## config.mk

```make
export PLATFORM = sky130hd
export DESIGN_NAME = add_share_arbiter
export DESIGN_NICKNAME = d
export VERILOG_FILES = /design/src/rtl/add_share_arbiter_pkg.sv /design/src/rtl/add_share_arbiter_rr_pick.sv /design/src/rtl/add_share_arbiter.sv
export SDC_FILE = /design/constraint.sdc
export NUM_CORES = 1
export LEC_CHECK = 0
export BUFFER_PORTS_ARGS = -buffer_cell sky130_fd_sc_hd__clkbuf_2
export CAP_MARGIN = 5
export CELL_PAD_IN_SITES_DETAIL_PLACEMENT = 1
export CELL_PAD_IN_SITES_GLOBAL_PLACEMENT = 1
export CORE_UTILIZATION = 42
export DETAILED_ROUTE_END_ITERATION = 12
export PLACE_DENSITY_LB_ADDON = 0.08
export SLEW_MARGIN = 20
export SYNTH_ARGS = -nofsm -noshare
export SYNTH_HDL_FRONTEND = slang
export SYNTH_SLANG_ARGS = --single-unit
```

## constraint.sdc

```tcl
create_clock -name clk -period 6.4 [get_ports clk]
set_clock_uncertainty 0.2 [all_clocks]
set_input_delay 0.32 -clock clk [delete_from_list [all_inputs] [get_ports clk]]
set_output_delay 0.32 -clock clk [all_outputs]
set_load 0.02 [all_outputs]
```

## src/rtl/add_share_arbiter_pkg.sv

```systemverilog
// Shared types for the add_share_arbiter block: FSM state encoding and
// helper for sizing requester-index fields.
package add_share_pkg;

  typedef enum logic [1:0] {
    IDLE,
    EXEC,
    RESP
  } state_t;

  // Index width for n requesters; never narrower than one bit.
  function automatic int id_width(input int n);
    return (n > 1) ? $clog2(n) : 1;
  endfunction

endpackage

```

## src/rtl/add_share_arbiter_rr_pick.sv

```systemverilog
// Combinational round-robin picker: first valid requester searching upward
// from the one after last_grant, wrapping around.
import add_share_pkg::*;

module rr_pick #(
  parameter int NUM_REQ = 4,
  parameter int ID_W    = 2
) (
  input  logic [NUM_REQ-1:0] valid,
  input  logic [ID_W-1:0]    last_grant,
  output logic [NUM_REQ-1:0] grant,
  output logic [ID_W-1:0]    grant_idx,
  output logic               any_valid
);

  // Rotating priority scan; the first hit wins, later hits are ignored.
  always_comb begin
    logic             found;
    logic [ID_W-1:0]  cand;
    grant     = '0;
    grant_idx = '0;
    found     = 1'b0;
    cand      = '0;
    for (int unsigned k = 1; k <= NUM_REQ; k++) begin
      cand = ID_W'((32'(last_grant) + k) % 32'(NUM_REQ));
      if (!found && valid[cand]) begin
        found       = 1'b1;
        grant[cand] = 1'b1;
        grant_idx   = cand;
      end
    end
  end

  assign any_valid = |valid;

endmodule

```

## src/rtl/add_share_arbiter.sv

```systemverilog
// Shares one registered W-bit adder among NUM_REQ requesters. Round-robin
// grant in IDLE, add in EXEC, hold tagged result in RESP until accepted.
import add_share_pkg::*;

module add_share_arbiter #(
  parameter int NUM_REQ = 4,
  parameter int W       = 4,
  parameter int CNT_W   = 16
) (
  input  logic                         clk,
  input  logic                         rst,
  input  logic [NUM_REQ-1:0]           req_valid,
  output logic [NUM_REQ-1:0]           req_ready,
  input  logic [NUM_REQ*W-1:0]         req_a,
  input  logic [NUM_REQ*W-1:0]         req_b,
  output logic                         rsp_valid,
  input  logic                         rsp_ready,
  output logic [W:0]                   rsp_sum,
  output logic [id_width(NUM_REQ)-1:0] rsp_id,
  output logic                         busy,
  output logic [CNT_W-1:0]             op_count
);

  localparam int ID_W = id_width(NUM_REQ);

  typedef logic [W:0] sum_t;

  state_t           state;
  logic [ID_W-1:0]  last_grant;
  logic [W-1:0]     a_q;
  logic [W-1:0]     b_q;
  logic [ID_W-1:0]  id_q;
  sum_t             sum_q;
  logic [ID_W-1:0]  rsp_id_q;
  logic             rsp_valid_q;
  logic             busy_q;
  logic [CNT_W-1:0] op_count_q;

  logic [NUM_REQ-1:0] pick_grant;
  logic [ID_W-1:0]    pick_idx;
  logic               pick_any;

  rr_pick #(
    .NUM_REQ (NUM_REQ),
    .ID_W    (ID_W)
  ) u_pick (
    .valid      (req_valid),
    .last_grant (last_grant),
    .grant      (pick_grant),
    .grant_idx  (pick_idx),
    .any_valid  (pick_any)
  );

  // Accept strobe only in IDLE and never while reset is asserted.
  assign req_ready = (state == IDLE && !rst) ? pick_grant : '0;

  // Control FSM with registered response, status and counter outputs.
  always_ff @(posedge clk) begin
    if (rst) begin
      state       <= IDLE;
      last_grant  <= ID_W'(NUM_REQ - 1);
      a_q         <= '0;
      b_q         <= '0;
      id_q        <= '0;
      sum_q       <= '0;
      rsp_id_q    <= '0;
      rsp_valid_q <= 1'b0;
      busy_q      <= 1'b0;
      op_count_q  <= '0;
    end else begin
      case (state)
        IDLE: begin
          if (pick_any) begin
            a_q        <= req_a[int'(pick_idx)*W +: W];
            b_q        <= req_b[int'(pick_idx)*W +: W];
            id_q       <= pick_idx;
            last_grant <= pick_idx;
            busy_q     <= 1'b1;
            state      <= EXEC;
          end
        end
        EXEC: begin
          // rsp_id is reloaded here, not at grant, so it stays paired with sum_q.
          sum_q       <= {1'b0, a_q} + {1'b0, b_q};
          rsp_id_q    <= id_q;
          rsp_valid_q <= 1'b1;
          state       <= RESP;
        end
        RESP: begin
          if (rsp_ready) begin
            op_count_q  <= op_count_q + CNT_W'(1);
            rsp_valid_q <= 1'b0;
            busy_q      <= 1'b0;
            state       <= IDLE;
          end
        end
        default: begin
          state       <= IDLE;
          rsp_valid_q <= 1'b0;
          busy_q      <= 1'b0;
        end
      endcase
    end
  end

  assign rsp_valid = rsp_valid_q;
  assign rsp_sum   = sum_q;
  assign rsp_id    = rsp_id_q;
  assign busy      = busy_q;
  assign op_count  = op_count_q;

endmodule

```

After elaboration in Yosys (flattened, before gate mapping)
Cells that the tools add are included.
Word-level totals
  register bits after elaboration: 39
  input bits: 39
  output and inout bits: 29
  logic and storage cells: 89
Cells by class
  $add $sub $neg: 6
  magnitude comparators: 8
  eq/ne operators: 4
  shift-type cells: 2
  multiplexer cells: 35
  bitwise operators: 5
  reduce and logical (&&, ||, !) cells: 19
Operators by type and width (count)
  16-bit by 5-bit variable part select with 4-bit output: 2
  4-bit 2-to-1 mux: 5
  16-bit by 1-bit adder with 16-bit output, second input constant: 1
  1-bit 2-to-1 mux: 13
  2-bit by 3-bit < comparator with 1-bit output, second input constant: 4
  2-bit 2-to-1 mux: 6
  4-bit OR: 3
  1-bit binary-select mux with 2-bit select: 4
  1-bit demux with 2-bit select: 4
  2-bit by 1-bit greater-or-equal comparator with 1-bit output, second input constant: 4
  1-bit logical AND: 8
  2-bit AND reduction: 4
  1-bit case mux with 3 select lines: 2
  2-bit case mux with 3 select lines: 1
  4-bit by 4-bit adder with 5-bit output: 1
  2-bit by 1-bit adder with 2-bit output, second input constant: 2
  2-bit adder, second input constant: 2
  1-bit logical NOT: 4
  2-bit != test, second input constant: 2
  4-bit OR reduction: 1
  3-bit AND reduction: 1
  2-bit by 1-bit equality test with 1-bit output, second input constant: 1
  2-bit equality test, second input constant: 1
  2-bit logical NOT: 1
  1-bit inverter: 2

Depth between registers and ports, before layout
  depth after elaboration: 14
  mapped depth: 11
  depth with buffers taken out: 8

Cells and area by module
Synthesis repeated with hierarchy kept, for this count alone.
Second synthesis, totals
  cell total of the unflattened synthesis: 285
  area total of the unflattened synthesis: 2474.9 um2
Modules (own cells, without submodules)
  add_share_arbiter: instances 1, cells an instance 215, area an instance 1934.4 um2, sequential area each 780.7 um2
  rr_pick: instances 1, cells an instance 70, area an instance 540.5 um2, sequential area each 0.0 um2

Worst setup path after synthesis
Ideal clock, no wire load.
  kind: reg-to-reg
  start: register last_grant[0]
  end: register b_q[2]
  setup time: 91 ps
  arrival: 2924 ps
  data required time: 6109 ps
  setup slack: 3185 ps
  stages on the path, launching flop included: 11
  path buffers: 2
  clock period less this slack: 3215 ps
  path through: dfxtp_1 buf_2 inv_2 ha_1 mux4_2 nor2b_4 a21boi_4 o32a_1 buf_6 a221o_1 a311oi_1
On the way
  word-level cells in the longest chain between the ends: 14
  elaborated cells between the ends (all ways): 26
  classes of those cells: add/sub: 4; shift: 1; mux: 15; reduce/logical: 6
RTL lines
  start: declaration: RTL line add_share_arbiter.sv:29  | logic [ID_W-1:0] last_grant;
  start signal: assignment: RTL line add_share_arbiter.sv:61  | last_grant <= ID_W'(NUM_REQ - 1);
  start signal: assignment: RTL line add_share_arbiter.sv:77  | last_grant <= pick_idx;
  2-bit by 1-bit adder with 2-bit output: RTL line add_share_arbiter_rr_pick.sv:25  | cand = ID_W'((32'(last_grant) + k) % 32'(NUM_REQ));
  1-bit binary-select mux with 2-bit select: RTL line add_share_arbiter_rr_pick.sv:26  | if (!found && valid[cand]) begin
  1-bit 2-to-1 mux (implied by the code): RTL line add_share_arbiter_rr_pick.sv:26
  1-bit 2-to-1 mux: RTL line add_share_arbiter_rr_pick.sv:26
  1-bit logical NOT: RTL line add_share_arbiter_rr_pick.sv:26
  1-bit logical AND: RTL line add_share_arbiter_rr_pick.sv:26
  1-bit 2-to-1 mux: RTL line add_share_arbiter_rr_pick.sv:26
  1-bit logical NOT: RTL line add_share_arbiter_rr_pick.sv:26
  1-bit logical AND: RTL line add_share_arbiter_rr_pick.sv:26
  1-bit 2-to-1 mux: RTL line add_share_arbiter_rr_pick.sv:26
  1-bit logical NOT: RTL line add_share_arbiter_rr_pick.sv:26
  1-bit logical AND: RTL line add_share_arbiter_rr_pick.sv:26
  2-bit 2-to-1 mux *: RTL line add_share_arbiter_rr_pick.sv:26
  16-bit by 5-bit variable part select with 4-bit output *: RTL line add_share_arbiter.sv:75  | b_q <= req_b[int'(pick_idx)*W +: W];
  end signal: assignment: RTL line add_share_arbiter.sv:75
  end: declaration: RTL line add_share_arbiter.sv:31  | logic [W-1:0] b_q;
Every way passes the cells marked *; elsewhere a longest branch is shown, timed or not. The select of a mux whose other input is x is not followed.
A chain may end at the register's enable or synchronous reset.

Worst setup path after layout
  start: register last_grant[0]
  end: output port req_ready[2]
On the way
  word-level cells in the longest chain between the ends: 14
  elaborated cells between the ends (all ways): 49
  classes of those cells: add/sub: 4; order compare: 8; mux: 24; bitwise: 3; reduce/logical: 10
RTL lines
  branches (longest 12 deep; another with 2-bit by 3-bit < comparator with 1-bit output)
  4-bit 2-to-1 mux *: RTL line add_share_arbiter_rr_pick.sv:26
  4-bit 2-to-1 mux *: RTL line add_share_arbiter.sv:55  | assign req_ready = (state == IDLE && !rst) ? pick_grant : '0;
  end: declaration: RTL line add_share_arbiter.sv:13  | output logic [NUM_REQ-1:0] req_ready,
Every way passes the cells marked *. The select of a mux whose other input is x is not followed.

==> metrics <==
initial DRC count 120; Cell Area, Placed 2920 sq um; GP Congestion between 0.8 and 0.9; gr usage total about 22%; Detailed Routing Iterations Pass 1 4; routed len/inst around 15 um; worst hold-check path type in -> reg; maximum VDD drop roughly 130 uV; gr busiest metal met2; synth unique cells 52; CTS resizes 0; routed vias about 2500; Final Cell Area 2990 sq um; max-slew violation count 0; sequential fraction of design power between 30% and 40%; clock root buffer master clkbuf_8; # rows 28; Hold Slack between 0.15 and 0.2 ns; die area approximately 6500 sq um; Reg clk slew, reported paths approximately 0.07 ns; utilization after layout about 50%; total wire length ~6.6 mm; Setup Viol. Count Final 0; Area Growth Syn to Fin 15.0%; Max Freq ~0.28 GHz; Crit path required time around 6 ns; Setup crit end kind output port; startpoint types flop; n_diodes 0; boundary pin count 68; share of layout cells above drive strength 1 between 20% and 30%; outcome finished, final reports clean; worst path cell trace buf_4 > inv_2 > ha_1 > mux4_2 > nor2b_4 > a22oi_1 > nor2_1 > a221oi_1 > nor2_1 > clkbuf_2; Post-Synthesis Cells around 310; leakage roughly 1.3 nW; Core Area just under 6000 sq um; synthesized flop and latch total 39; largest family of logic cells by synthesized area compound AO/OA/AOI/OAI gates; max-cap viol count 0; die width just over 80 um; Psw 426 uW; post-synthesis simple-gate area fraction roughly 22%; number of buffers and inverters on the critical path 3; Seq/Total Area, Yosys about 30%; total CTS buffers 5; multiplexer area fraction after synthesis under 10%; Final min period 3.51 ns; final period utilization between 50% and 60%; CP max FO 36; EDFF count, synth 0; Setup CP Type reg -> out; die height 80.7 um; fraction of registers with async set or reset after synthesis 0%; Hold Fails Final Rpt 0; GRT met3 Usage under 10%; M2 GR Usage between 30% and 40%; GRT overflow 0; Post-route DRC 0; Initial Util between 40 and 50%; Setup Total Neg Slack 0 ns; initial antenna violation count 0; clk buf depth 2; worst-margin pin slew between 0.8 and 0.9 ns; vias per cell 5.61; vias in the first global route ~2400; DP HPWL 4.92 mm; WP data arrival between 2 and 3 ns; CTS tree yes; Mapped Area about 2600 sq um; relative slew slack between 40% and 50%; largest net degree at the start of global routing approximately 40; Port-buffer cells 67; ys flop type dfxtp_1; post-route ant nets 0; Crit path top cell by count nor2_1; XOR/XNOR Fraction of Synth Area under 10%; PwrDens ~330 nW/um^2; Clk pwr share between 15 and 20%; RSZ-0062 raised after global routing false; grt met1 use approximately 29%; syn avg cell area around 8.3 sq um; Hold Buf Count CTS 0; Compound-Gate Fraction of Synth Area 23.5%; Comb pwr share 54.2%; sw frac 42.9%; Final #Nets 420; number of warnings issued by yosys 0; syn nets around 370; clock latency on the worst-skew pair roughly 0.29 ns; CTS sink count 39; first-pass GRT wire length approximately 11 mm; adder and majority cell fraction of the synthesized area approximately 7%; worst-path cell with the longest stage delay mux4_2; cell internal pwr between 500 and 600 uW; H-tree depth 2; cell family with most CP delay buffers and inverters; Post-CTS Setup Repair Bufs 0; slowest stage delay, CP around 0.55 ns
layer usage:
metal	wire (um)	part of all wire, %
met1	3140	47
met2	3150	48
met3	262	4.0
met4	78	1.2
met5	0	0
power by group through the flow:
stage	combinational, mW	sequential (mW)	clock [mW]
after floorplan	0.423	0.315	0
after global placement	0.530	0.309	0
after detailed placement	0.539	0.310	0
after CTS	0.543	0.305	0.159
after global routing	0.597	0.309	0.166
final	0.538	0.304	0.151
worst min-delay path, cell delays in order:
cell and delay, ns:
clkbuf_2 0.08, nand3_1 0.05, a21o_1 0.10, a311oi_1 0.07
layout by cell type, fill, tap and decap left out, drive strengths merged, types with 2 or more instances in the layout:
| master | instances |
|---|---|
| mux2i | 9 |
| a21oi | 25 |
| nor2 | 47 |
| a221o | 6 |
| nand4 | 4 |
| a311oi | 6 |
| mux4 | 3 |
| or3 | 5 |
| xor2 | 8 |
| a221oi | 7 |
| a21o | 7 |
| o32a | 2 |
| and3 | 4 |
| dfxtp | 39 |
| a22oi | 4 |
| o31a | 2 |
| xnor2 | 6 |
| o32ai | 2 |
| o21ai | 14 |
| a211oi | 3 |
| ha | 13 |
| nor3 | 5 |
| inv | 8 |
| nand3 | 13 |
| clkbuf | 73 |
| nand2 | 27 |
| buf | 2 |
| nor2b | 6 |
logic make-up (layout without fill, tap and decap cells):
logic type                 Yosys count  after routing
adders and majority gates           14             14
buffers and inverters               29             83
DFF                                 39             39
xor gates and xnor gates            14             14
and+or+nand+nor                    119            119
AOI/OAI and AO/OA                   84             84
muxes                               13             13
sequential cells by signal, indices dropped and copies added (netlist names):
signal / cells
id_q: 2
state: 2
rsp_valid: 1
rsp_id: 2
last_grant: 2
busy: 1
op_count: 16
b_q: 4
rsp_sum: 5
a_q: 4
final cells by class:
| class | instances | area [sq um] |
|---|---|---|
| fillers | 749 | 2960 |
| multi-input cells | 244 | 1660 |
| flip-flops and latches | 39 | 781 |
| repair buffers | 69 | 350 |
| well taps | 75 | 93.8 |
| clock buffers | 6 | 72.6 |
| inverters | 8 | 30.0 |
stage by stage:
step	setup WS (ns)	instances	power, mW
finish	2.89	441	0.993
global route	2.68	441	1.07
CTS	2.86	441	1.01
detailed placement	2.92	435	0.849
global placement	3.03	435	0.840
floorplan	3.18	312	0.739
cells in the mapped netlist, types with 2 or more instances:
cell type  count  area, sq um
mux2i_1        9         90.1
inv_1          7         26.3
a311oi_1       6         52.6
nand2_1       27          101
o21ai_0       13         65.1
o31a_1         2         17.5
buf_6          6         67.6
nand3_1       13         65.1
a221o_1        6         60.1
nand4_1        4         25.0
xor2_1         8         70.1
or3_1          5         31.3
a21oi_1       25          125
clkbuf_1      13         48.8
a21o_1         7         52.6
a211oi_1       3         22.5
ha_1          13          163
xnor2_1        6         52.6
a22oi_1        4         30.0
o32a_1         2         20.0
mux4_2         3         67.6
buf_2          2         10.0
nor3_1         4         20.0
a221oi_1       7         61.3
dfxtp_1       39          781
nor2_1        45          169
and3_1         4         25.0
nor2b_1        5         31.3
path summary, 6_finish.rpt:
kind                                                  from  depth (start not counted)                      to  slack (ns)
worst max register to register  last_grant[0]$_SDFFE_PP1P_                          9     b_q[2]$_SDFFE_PP0P_        2.90
worst min-delay path                              req_a[6]                          4     a_q[2]$_SDFFE_PP0P_        0.18
worst min register to register      rsp_id[0]$_SDFFE_PP0P_                          2  rsp_id[0]$_SDFFE_PP0P_        0.26
worst max-delay path            last_grant[0]$_SDFFE_PP1P_                         10            req_ready[2]        2.89
Note: power is estimated with default switching activity, not from simulation.
